$ cat src/rtl/col_gen_sched.sv
// Column-job scheduler: arbitrates two sample sources, buffers an 8-sample job,
// streams it to the column assembler and holds the captured columns for the consumer.
module col_gen_sched #(
  parameter int unsigned TMO = 8
) (
  input  logic        clk,
  input  logic        rst,
  input  logic [1:0]  req,
  output logic [1:0]  gnt,
  input  logic [1:0]  s_valid,
  output logic [1:0]  s_ready,
  input  logic [15:0] s0_re,
  input  logic [15:0] s0_im,
  input  logic [15:0] s1_re,
  input  logic [15:0] s1_im,
  output logic        start,
  output logic [15:0] sdr,
  output logic [15:0] sdi,
  input  logic        finish,
  input  logic [63:0] a_col0_r,
  input  logic [63:0] a_col0_i,
  input  logic [63:0] a_col1_r,
  input  logic [63:0] a_col1_i,
  output logic        out_valid,
  input  logic        out_ready,
  output logic        out_id,
  output logic [63:0] col0_r,
  output logic [63:0] col0_i,
  output logic [63:0] col1_r,
  output logic [63:0] col1_i,
  output logic        err
);

  localparam int unsigned DW = 16;
  localparam int unsigned CW = 64;
  localparam int unsigned NS = 8;
  localparam int unsigned TW = (TMO > 1) ? $clog2(TMO) : 1;

  typedef enum logic [2:0] {IDLE, LOAD, START, STREAM, WAIT, OUT} state_t;

  typedef struct packed {
    logic [DW-1:0] re;
    logic [DW-1:0] im;
  } smp_t;

  typedef struct packed {
    logic [CW-1:0] c0r;
    logic [CW-1:0] c0i;
    logic [CW-1:0] c1r;
    logic [CW-1:0] c1i;
  } cols_t;

  state_t            state_q, state_d;
  logic [2:0]        cnt_q, cnt_d;
  logic [TW-1:0]     tmo_q, tmo_d;
  logic [1:0]        gnt_q, gnt_d;
  logic [1:0]        s_ready_q, s_ready_d;
  logic              start_q, start_d;
  logic [DW-1:0]     sdr_q, sdr_d;
  logic [DW-1:0]     sdi_q, sdi_d;
  logic              out_valid_q, out_valid_d;
  logic              out_id_q, out_id_d;
  cols_t             cols_q, cols_d;
  logic              err_q, err_d;
  logic              last_q, last_d;
  smp_t [NS-1:0]     buf_q, buf_d;

  smp_t              sel_c;
  logic              accept_c;

  // Next-state and datapath logic
  always_comb begin
    state_d     = state_q;
    cnt_d       = cnt_q;
    tmo_d       = tmo_q;
    gnt_d       = gnt_q;
    s_ready_d   = s_ready_q;
    start_d     = 1'b0;
    sdr_d       = '0;
    sdi_d       = '0;
    out_valid_d = out_valid_q;
    out_id_d    = out_id_q;
    cols_d      = cols_q;
    err_d       = err_q;
    last_d      = last_q;
    buf_d       = buf_q;
    sel_c       = gnt_q[1] ? {s1_re, s1_im} : {s0_re, s0_im};
    accept_c    = |(s_valid & s_ready_q);

    case (state_q)
      IDLE: begin
        if (|req) begin
          // On contention the requester not served last wins
          if (req == 2'b11) gnt_d = last_q ? 2'b01 : 2'b10;
          else              gnt_d = req;
          s_ready_d = gnt_d;
          cnt_d     = '0;
          state_d   = LOAD;
        end
      end
      LOAD: begin
        if (accept_c) begin
          buf_d[cnt_q] = sel_c;
          cnt_d        = cnt_q + 3'd1;
          if (cnt_q == 3'd7) begin
            s_ready_d = '0;
            start_d   = 1'b1;
            state_d   = START;
          end
        end
      end
      START: begin
        sdr_d   = buf_q[0].re;
        sdi_d   = buf_q[0].im;
        cnt_d   = 3'd1;
        state_d = STREAM;
      end
      STREAM: begin
        // cnt wraps to 0 once slot 7 is on the bus
        if (cnt_q != 3'd0) begin
          sdr_d = buf_q[cnt_q].re;
          sdi_d = buf_q[cnt_q].im;
          cnt_d = cnt_q + 3'd1;
        end else begin
          tmo_d   = '0;
          state_d = WAIT;
        end
      end
      WAIT: begin
        if (finish) begin
          cols_d      = {a_col0_r, a_col0_i, a_col1_r, a_col1_i};
          out_id_d    = gnt_q[1];
          out_valid_d = 1'b1;
          state_d     = OUT;
        end else if (tmo_q == TW'(TMO - 1)) begin
          err_d       = 1'b1;
          out_valid_d = 1'b1;
          state_d     = OUT;
        end else begin
          tmo_d = tmo_q + TW'(1);
        end
      end
      OUT: begin
        if (out_ready) begin
          out_valid_d = 1'b0;
          last_d      = gnt_q[1];
          gnt_d       = '0;
          state_d     = IDLE;
        end
      end
      default: state_d = IDLE;
    endcase
  end

  always_ff @(posedge clk or negedge rst) begin
    if (!rst) begin
      state_q     <= IDLE;
      cnt_q       <= '0;
      tmo_q       <= '0;
      gnt_q       <= '0;
      s_ready_q   <= '0;
      start_q     <= 1'b0;
      sdr_q       <= '0;
      sdi_q       <= '0;
      out_valid_q <= 1'b0;
      out_id_q    <= 1'b0;
      cols_q      <= '0;
      err_q       <= 1'b0;
      last_q      <= 1'b1;
      buf_q       <= '0;
    end else begin
      state_q     <= state_d;
      cnt_q       <= cnt_d;
      tmo_q       <= tmo_d;
      gnt_q       <= gnt_d;
      s_ready_q   <= s_ready_d;
      start_q     <= start_d;
      sdr_q       <= sdr_d;
      sdi_q       <= sdi_d;
      out_valid_q <= out_valid_d;
      out_id_q    <= out_id_d;
      cols_q      <= cols_d;
      err_q       <= err_d;
      last_q      <= last_d;
      buf_q       <= buf_d;
    end
  end

  assign gnt       = gnt_q;
  assign s_ready   = s_ready_q;
  assign start     = start_q;
  assign sdr       = sdr_q;
  assign sdi       = sdi_q;
  assign out_valid = out_valid_q;
  assign out_id    = out_id_q;
  assign col0_r    = cols_q.c0r;
  assign col0_i    = cols_q.c0i;
  assign col1_r    = cols_q.c1r;
  assign col1_i    = cols_q.c1i;
  assign err       = err_q;

endmodule

$ cat config.mk
export PLATFORM = sky130hd
export DESIGN_NAME = col_gen_sched
export DESIGN_NICKNAME = d
export VERILOG_FILES = /design/src/rtl/col_gen_sched.sv
export SDC_FILE = /design/constraint.sdc
export NUM_CORES = 1
export LEC_CHECK = 0
export CAP_MARGIN = 10
export CORE_AREA = 3 3 240 242
export DETAILED_ROUTE_END_ITERATION = 6
export DIE_AREA = 0 0 243 245
export PLACE_DENSITY = 0.73
export SYNTH_ARGS = -nofsm -noshare
export SYNTH_HDL_FRONTEND = slang
export SYNTH_SLANG_ARGS = --single-unit
$ cat constraint.sdc
create_clock -name clk -period 5.3 [get_ports clk]
set_input_delay 0.53 -clock clk [delete_from_list [all_inputs] [get_ports clk]]
set_output_delay 0.53 -clock clk [all_outputs]
set_load 0.02 [all_outputs]
==> results_dict.tcl, run 1 <==
set metrics [dict create \
    cpMaxStageDelayCell "dfrtp_4" \
    rrSetupSlack_ps 1960 \
    ctsHoldBuffers 1 \
    finalSetupViolCount 0 \
    async_reset_ff_share_pct 100 \
    grt_pass1_wl_mm 111 \
    rsz0062_at_grt "false" \
    rr_worst_depth 7 \
    min_from "buf_q[138]$_DFFE_PN0P_" \
    synth_mux_area_share_pct 20.6 \
    synthSimpleGateAreaFrac_pct 6.73 \
    vdd_drop_max_v 0.000316 \
    worstPathMaxFanout 45 \
    wire_per_inst_um 23.9 \
    synth_enable_flop_cells 0 \
    syn_inst 1720 \
    synth-compound-area-share_pct 7.76 \
    tns_ps 0 \
    clk-insertion-delay-late_ps 620 \
    grt_max_degree 135 \
    max_stage_delay_ps 1000 \
    io_buffers 623 \
    yosysSeqAreaShare_pct 61.8 \
    yosysTopAreaCell "dfrtp_1" \
    hold_path_depth 2 \
    first_global_vias 17100 \
    post-route-drc-count 0 \
    p_leak_nw 14.3 \
    die_area_mm2 0.0595 \
    yosys.area_share.adder_pct 0.275 \
    final_nets 2646 \
    hold_end "buf_q[138]$_DFFE_PN0P_" \
    post-place-ws_ps 1970 \
    synthXorXnorAreaFrac_pct 0 \
    drtIter0Drc 1260 \
    power.density_mw_per_mm2 399 \
    yosysTopAreaCellShare_pct 61.7 \
    grt_overflow 0 \
    combPwrFrac_pct 22.1 \
    reg2reg_from "cnt_q[0]$_DFFE_PN0P_" \
    met2WireLength_mm 35.4 \
    startpoint "cnt_q[0]$_DFFE_PN0P_" \
    seq_area_mm2 0.0141 \
    core_area_mm2 0.0553 \
    track_usage_pct 24.7 \
    startpoint_type "flop" \
    outcome "finished, final reports clean" \
    crit_path_end_kind "flop" \
    gp_congestion 0.919 \
    die_h_um 245 \
    multi_input_area_mm2 0.00808 \
    dpl.hpwl_mm 53.4 \
    num_vias 16400 \
    clock_skew_ps 30.1 \
    tightest_slew_ps 1060 \
    cts_tree "yes" \
    numCtsBuffers 59 \
    synth.area.top_cells "dfrtp_1 (62%), mux2_2 (13%), mux4_2 (5.9%), a21oi_1 (3.6%), nor2_1 (2.8%)" \
    cts_setup_buffers 0 \
    ioPinCount 624 \
    cts.htree.levels 2 \
    synth_area_per_cell_um2 13.2 \
    min_path_type "reg2reg" \
    cts_resized 0 \
    sequentialPowerShare_pct 44.1 \
    synth_area_mm2 0.0228 \
    drive_above_1_share_pct 19.5 \
    ys.flop_type "dfrtp_1" \
    syn_nets 2053 \
    clock-root-buffer "clkbuf_16" \
    finalHoldViolCount 0 \
    drt_wl_total_mm 74.7 \
    r2r-end "sdr[11]$_DFF_PN0_" \
    dr.pass1.iters 5 \
    max_slew_margin_pct 29.1 \
    fmax_mhz 299 \
    area_delta_synth_final_pct 39.5 \
    worst-setup-path-type "reg2reg" \
    clock-sinks 562 \
    setup_slack_ps 1960 \
    cp.required_ps 5860 \
    start_util_pct 41.2 \
    switching_share_pct 29.3 \
    p_int_mw 8.96 \
    finalCriticalPeriod_ps 3340 \
    p_sw_mw 3.70 \
    ys_ff_latch 562 \
    slew_violations 0 \
    wl_met1_mm 30.8 \
    crit_arrival_ps 3900 \
    synth_top_family_by_area "multiplexers" \
    finalCritPeriodShare_pct 63.1 \
    fillerInstances 4453 \
    path_cells "inv_1 > ha_1 > nor2b_1 > or2_2 > nor2_2 > buf_4 > a221o_1" \
    dr_wl_met3_mm 6.25 \
    holdWs_ps 479 \
    die_x_um 243 \
    clkTransAtPathRegs_ps 60 \
    antenna_left 0 \
    antenna_found_initial 17 \
    avgViaCountPerCell 5.26 \
    clockBufferDepth 3 \
    synth_warnings 0 \
    max_cap_viol_count 0 \
    maxUsedRoutingLayer "met5" \
    num_rows 86 \
    power_frac_clock_pct 33.9 \
    synth_cell_types 39 \
]
==> critical path: cells and delay by family, from the launching register on <==
kind / cells / cell delay [ps]
simple gates: 3 / 1090
flops: 1 / 1000
buf+inv: 2 / 650
fa+ha+maj: 1 / 260
compound gates: 1 / 220
==> power groups by stage <==
| stage | logic [mW] | registers, mW | clock network [mW] |
|---|---|---|---|
| finish | 2.79 | 5.58 | 4.29 |
| global route | 3.07 | 5.68 | 4.57 |
| detailed placement | 2.80 | 5.65 | 0 |
| global placement | 2.70 | 5.59 | 0 |
| floorplan | 1.80 | 5.53 | 0 |
| CTS | 2.82 | 5.58 | 4.38 |
==> worst max-delay path by stage <==
stage / to / slack (ps)
after floorplan: sdi[15]$_DFF_PN0_ / 2800
after global placement: sdr[10]$_DFF_PN0_ / 1990
after detailed placement: sdr[8]$_DFF_PN0_ / 1970
after CTS: sdr[12]$_DFF_PN0_ / 1960
after global routing: buf_q[161]$_DFFE_PN0P_ / 1790
final: sdr[11]$_DFF_PN0_ / 1960
==> cells in the mapped netlist, drive strengths merged (4+ instances only) <==
cell type / number
a21oi: 164
a221o: 29
and3: 32
buf: 80
clkbuf: 40
dfrtp: 561
ha: 5
inv: 10
mux2: 260
mux2i: 42
mux4: 60
nand2: 105
nand2b: 6
nand3: 8
nor2: 170
nor4: 4
o21ai: 112
==> registers in the layout (all words and copies together) (netlist names) <==
signal	cells
buf_q	256
col0_i	64
col0_r	64
col1_i	64
col1_r	64
sdi	16
sdr	16
cnt_q	3
state_q	3
tmo_q	3
gnt	2
s_ready	2
err	1
last_q	1
out_id	1
out_valid	1
start	1
==> logic make-up after synthesis <==
logic type,after synthesis
muxes,362
DFF,562
adders and majority gates,5
AOI/OAI and AO/OA,317
buffers and inverters,130
and+or+nand+nor,344
==> final cells by class <==
cell class,instances,area share [%]
timing repair buffer,652,20.6
sequential,562,44.3
clock buffer,95,5.80
clock inverter,17,0.678
tap,748,2.95
inverter,10,0.118
multi-input combinational,1028,25.5
antenna,11,0.0867
==> layer usage <==
layer  track usage, %  vias to the layer above
met4             7.43                       14
li1                 -                     7318
met3             8.30                      120
met2             39.3                      634
met5            0.980                        -
met1             32.1                     8334
==> cells in the final DEF, fill, tap and decap left out, types with 42 or more instances in the layout <==
cell type,n
mux4_2,60
mux2i_1,42
o21ai_1,60
mux2_2,260
nor2_1,168
o21ai_0,52
clkdlybuf4s50_1,622
clkbuf_16,60
a21oi_1,164
dfrtp_1,558
nand2_1,105
==> per-stage QoR <==
stage / cell area (um^2) / util [%] / power, mW / instances
6_report: 31700 / 57.4 / 12.7 / 3123
4_1_cts: 31700 / 57.4 / 12.8 / 3112
3_5_place_dp: 29700 / 53.6 / 8.45 / 2999
3_3_place_gp: 29700 / 53.6 / 8.29 / 2999
5_1_grt: 31700 / 57.4 / 13.3 / 3118
2_1_floorplan: 22800 / - / 7.33 / 1720
(Power assumes the default switching activity.)
==> inputs of run 2 (changes only) <==
- CORE_AREA: 3 3 240 242 -> 3 3 239 241
- DIE_AREA: 0 0 243 245 -> 0 0 242 244
- PLACE_DENSITY: 0.73 -> 0.77
- clock period: 5.3 -> 3 ns (I/O delays scaled with it)
==> run 2 against run 1 <==
Via count is 2.0% higher. First-iteration DRC count is 2.2% lower. Worst hold slack worse by 230 ps. Sequential cell count stayed put. Global-route usage is 0.94 points higher. Core utilization is 0.99 points higher. Total power is 81% higher. Register-to-register slack worse by 1600 ps. Sequential share of layout area is 0.58 points lower. Critical path depth is 2 lower.
==> results_dict.tcl, run 2 (synthesis results as in run 1) <==
set metrics [dict create \
    outcome "finished, final reports clean" \
    ctsHoldBuffers 1 \
    p_sw_mw 6.61 \
    tns_ps 0 \
    crit_path_end_kind "flop" \
    area_delta_synth_final_pct 41.3 \
    cp.required_ps 3480 \
    max_slew_margin_pct 29.8 \
    power_frac_clock_pct 35.0 \
    worstPathMaxFanout 36 \
    reg2reg_from "state_q[0]$_DFFE_PN0P_" \
    fmax_mhz 384 \
    first_global_vias 17600 \
    slew_violations 0 \
    io_buffers 623 \
    power.density_mw_per_mm2 713 \
    fillerInstances 4396 \
    min_path_type "in2async" \
    cts_resized 0 \
    placed_cell_area_mm2 0.0300 \
    clkTransAtPathRegs_ps 70 \
    dpl.hpwl_mm 54.7 \
    antenna_found_initial 18 \
    clock_skew_ps 35.7 \
    final_cell_mix "clkdlybuf4s50_1 (622), dfrtp_1 (558), mux2_2 (260)" \
    start_util_pct 41.3 \
    drtIter0Drc 1232 \
    drt_wl_total_mm 76.1 \
    num_vias 16700 \
    combPwrFrac_pct 22.6 \
    startpoint "state_q[0]$_DFFE_PN0P_" \
    seq_area_mm2 0.0141 \
    cts.htree.levels 2 \
    max_cap_viol_count 0 \
    clock-sinks 562 \
    gp_congestion 0.938 \
    grt_pass1_wl_mm 115 \
    sequentialPowerShare_pct 42.5 \
    clk-insertion-delay-late_ps 630 \
    vdd_drop_max_v 0.000567 \
    regMostFlops "buf_q" \
    switching_share_pct 28.8 \
    wire_per_inst_um 24.1 \
    path_cells "or3b_1 > or4_2 > buf_4 > nand2_1 > o21ai_1" \
    r2r-end "buf_q[220]$_DFFE_PN0P_" \
    final_nets 2683 \
    holdWs_ps 245 \
    rrSetupSlack_ps 400 \
    multi_input_area_mm2 0.00808 \
    drive_above_1_share_pct 20.7 \
    clock-root-buffer "clkbuf_16" \
    startpoint_type "flop" \
    core_area_mm2 0.0551 \
    die_x_um 242 \
    num_rows 86 \
    rsz0062_at_grt "false" \
    finalSetupViolCount 0 \
    largest_reg_flops 256 \
    grt_max_degree 84 \
    antenna_left 0 \
    cts_tree "yes" \
    finalHoldViolCount 0 \
    die_area_mm2 0.0590 \
    dr.pass1.iters 5 \
    post-route-drc-count 0 \
    p_leak_nw 14.5 \
    p_int_mw 16.3 \
    track_usage_pct 25.6 \
    cts_setup_buffers 0 \
    tightest_slew_ps 1020 \
    die_h_um 244 \
    cp_num_buf_inv 1 \
    grt_overflow 0 \
    rr_worst_depth 5 \
    numCtsBuffers 59 \
    clockBufferDepth 3 \
    ioPinCount 624 \
    layout_commonest_cell "clkdlybuf4s50_1" \
    max_stage_delay_ps 710 \
    worst-setup-path-type "reg2reg" \
    finalCritPeriodShare_pct 86.7 \
    avgViaCountPerCell 5.31 \
    path_delay_family "simple AND/OR/NAND/NOR gates" \
    finalCriticalPeriod_ps 2600 \
    crit_arrival_ps 3080 \
    design_area_mm2 0.0322 \
    cpMaxStageDelayCell "or4_2" \
]
run 2: changes by cell type in the layout (fill, tap and decap cells not counted):
cell       previous run  this run
bufinv_16             3        10
diode_2              11         8
buf_12                6        10
clkbuf_8             21        13
clkbuf_1             14        15
buf_4                22        55
clkinv_4              1         2
inv_6                 1         2
clkinv_2              7         3
run 2: cell type report:
| type | count | share of cell area [%] |
|---|---|---|
| Antenna cell | 8 | 0.0622 |
| Clock buffer | 88 | 5.40 |
| Clock inverter | 22 | 1.31 |
| Inverter | 10 | 0.117 |
| Multi-Input combinational cell | 1028 | 25.1 |
| Sequential cell | 562 | 43.7 |
| Tap cell | 748 | 2.91 |
| Timing Repair Buffer | 689 | 21.3 |
run 2: stage by stage:
| step | util (%) | worst slack, ps | total power [mW] | std cells |
|---|---|---|---|---|
| floorplan | - | 503 | 12.9 | 1720 |
| global placement | 54.4 | 539 | 14.7 | 3036 |
| detailed placement | 54.4 | 440 | 15.0 | 3036 |
| CTS | 58.4 | 423 | 23.1 | 3147 |
| global route | 58.4 | 306 | 24.0 | 3149 |
| finish | 58.4 | 398 | 22.9 | 3155 |
run 2: metal layers:
layer  up-vias  GRT usage, %  part of all wire (%)  wire, um
li1       7400             -                     -         -
met1      8486          33.7                    41     31100
met2       691          40.0                    46     35200
met3       152          7.81                   8.7      6610
met4        20          10.2                   4.1      3120
met5         -             0                  0.16       123
run 2: worst max path at each step:
stage | end | slack (ps) | cells past startpoint
floorplan | sdi[15]$_DFF_PN0_ | 500 | 10
global placement | buf_q[223]$_DFFE_PN0P_ | 540 | 5
detailed placement | buf_q[220]$_DFFE_PN0P_ | 440 | 5
CTS | buf_q[220]$_DFFE_PN0P_ | 420 | 5
global route | buf_q[217]$_DFFE_PN0P_ | 310 | 5
finish | buf_q[220]$_DFFE_PN0P_ | 400 | 5
run 2: power groups by stage:
stage	Sequential [mW]	Combinational (mW)	Clock, mW
after floorplan	9.76	3.18	0
after global placement	9.73	4.96	0
after detailed placement	9.85	5.15	0
after CTS	9.73	5.21	8.14
after global routing	9.89	5.68	8.45
final	9.74	5.17	8.02
==> inputs of run 3 (changes only) <==
- CAP_MARGIN: 10 -> 20
- CORE_AREA: 3 3 239 241 -> 2 2 245 247
- DIE_AREA: 0 0 242 244 -> 0 0 247 249
- PLACE_DENSITY: 0.77 -> 0.73
==> run 3 against run 2 <==
Final cell count increased by 0.70%. Clock skew decreased by 8.9 ps. Non-clock buffer count decreased by 2. Combinational power about the same. First-iteration DRC count increased by 0.16%. Largest power group unchanged.
==> results_dict.tcl, run 3 (synthesis results as in run 1) <==
set metrics [dict create \
    first_global_vias 17000 \
    cts.htree.levels 2 \
    finalHoldViolCount 0 \
    drt_wl_total_mm 74.7 \
    clk-insertion-delay-late_ps 620 \
    dpl.hpwl_mm 53.4 \
    startpoint_type "flop" \
    power_mw 23.4 \
    max_slew_margin_pct 31.4 \
    crit_arrival_ps 2220 \
    num_vias 16500 \
    worst-setup-path-type "reg2out" \
    die_h_um 249 \
    clockBufferDepth 3 \
    drive_above_1_share_pct 21.0 \
    clock-root-buffer "clkbuf_16" \
    startpoint "gnt[1]$_DFFE_PN0P_" \
    area_delta_synth_final_pct 42.1 \
    rsz0062_at_grt "false" \
    crit_path_end_kind "output pin" \
    finalCriticalPeriod_ps 2520 \
    io_buffers 623 \
    worstPathMaxFanout 21 \
    max_cap_viol_count 0 \
    fmax_mhz 397 \
    final_nets 2681 \
    fillerInstances 4777 \
    grt_pass1_wl_mm 111 \
    track_usage_pct 24.0 \
    tns_ps 0 \
    power.density_mw_per_mm2 723 \
    vdd_drop_max_v 0.000509 \
    ioPinCount 624 \
    min_path_type "in2reg" \
    gp_congestion 0.946 \
    min_from "a_col1_r[28]" \
    avgViaCountPerCell 5.21 \
    p_leak_nw 14.6 \
    post-route-drc-count 0 \
    finalSetupViolCount 0 \
    cts_setup_buffers 0 \
    antenna_found_initial 22 \
    numCtsBuffers 59 \
    die_x_um 247 \
    reg2reg_from "state_q[1]$_DFFE_PN0P_" \
    core_area_mm2 0.0587 \
    dr.pass1.iters 5 \
    cp.required_ps 2700 \
    grt_overflow 0 \
    clock_skew_ps 26.8 \
    wire_per_inst_um 23.5 \
    layout_commonest_cell "clkdlybuf4s50_1" \
    drtIter0Drc 1234 \
    outcome "finished, final reports clean" \
    num_rows 89 \
    largest_reg_flops 256 \
    finalCritPeriodShare_pct 83.9 \
    regMostFlops "buf_q" \
    clkTransAtPathRegs_ps 60 \
    cts_tree "yes" \
    slew_violations 0 \
    tightest_slew_ps 1000 \
    die_area_mm2 0.0615 \
    antenna_left 0 \
    grt_max_degree 105 \
    final_cell_mix "clkdlybuf4s50_1 (622), dfrtp_1 (558), mux2_2 (260)" \
    clock-sinks 562 \
    start_util_pct 38.8 \
]
## run 3: per-layer routing
layer	wire length, um	global-route usage, %
met2	35700	38.9
met3	6040	6.43
met5	171	0
met4	1490	5.08
met1	31400	32.3
## run 3: critical path, stage by stage, from the launching register on
cell,delay [ps]
dfrtp_2,680
buf_12,260
clkdlybuf4s50_1,640
## run 3: timing repair
item                      in CTS  in global routing
hold buffers                   1                  0
resized for setup              0                  0
hold endpoints to repair      69                  0
## run 3: area by class of cell
type	count	area (um^2)	area share, %
repair buffers	687	6860	21.2
well taps	773	967	2.99
diodes	6	15.0	0.0464
clock inverters	30	567	1.75
inverters	10	37.5	0.116
multi-input cells	1028	8080	25.0
flip-flops and latches	562	14100	43.5
clock buffers	81	1730	5.35
## run 3: worst paths after layout
check	end	slack, ps	cells past startpoint
setup reg to reg	col0_i[37]$_DFFE_PN0P_	590	4
min in group asynchronous	sdr[9]$_DFF_PN0_	300	2
hold / removal	col1_r[28]$_DFFE_PN0P_	290	2
max in group asynchronous	col1_i[15]$_DFFE_PN0P_	1630	3
setup / recovery	gnt[1]	480	2
hold reg to reg	buf_q[134]$_DFFE_PN0P_	480	2
## run 3: stage by stage
stage	area [um^2]	hold slack, ps	std cells	util [%]	setup WS (ps)
3_5_place_dp	30000	391	3059	51.1	551
5_1_grt	32300	258	3171	55.1	377
6_report	32300	289	3177	55.1	483
4_1_cts	32300	243	3171	55.1	408
3_3_place_gp	30000	384	3059	51.1	612
2_1_floorplan	22800	4.41	1720	-	503
## run 3: where the power goes
group	switching [mW]	leakage, nW	internal (mW)	total (mW)
logic	2.62	5.90	2.55	5.16
clock network	3.18	1.13	5.26	8.44
registers	0.861	7.57	8.90	9.76
total	6.66	14.6	16.7	23.4
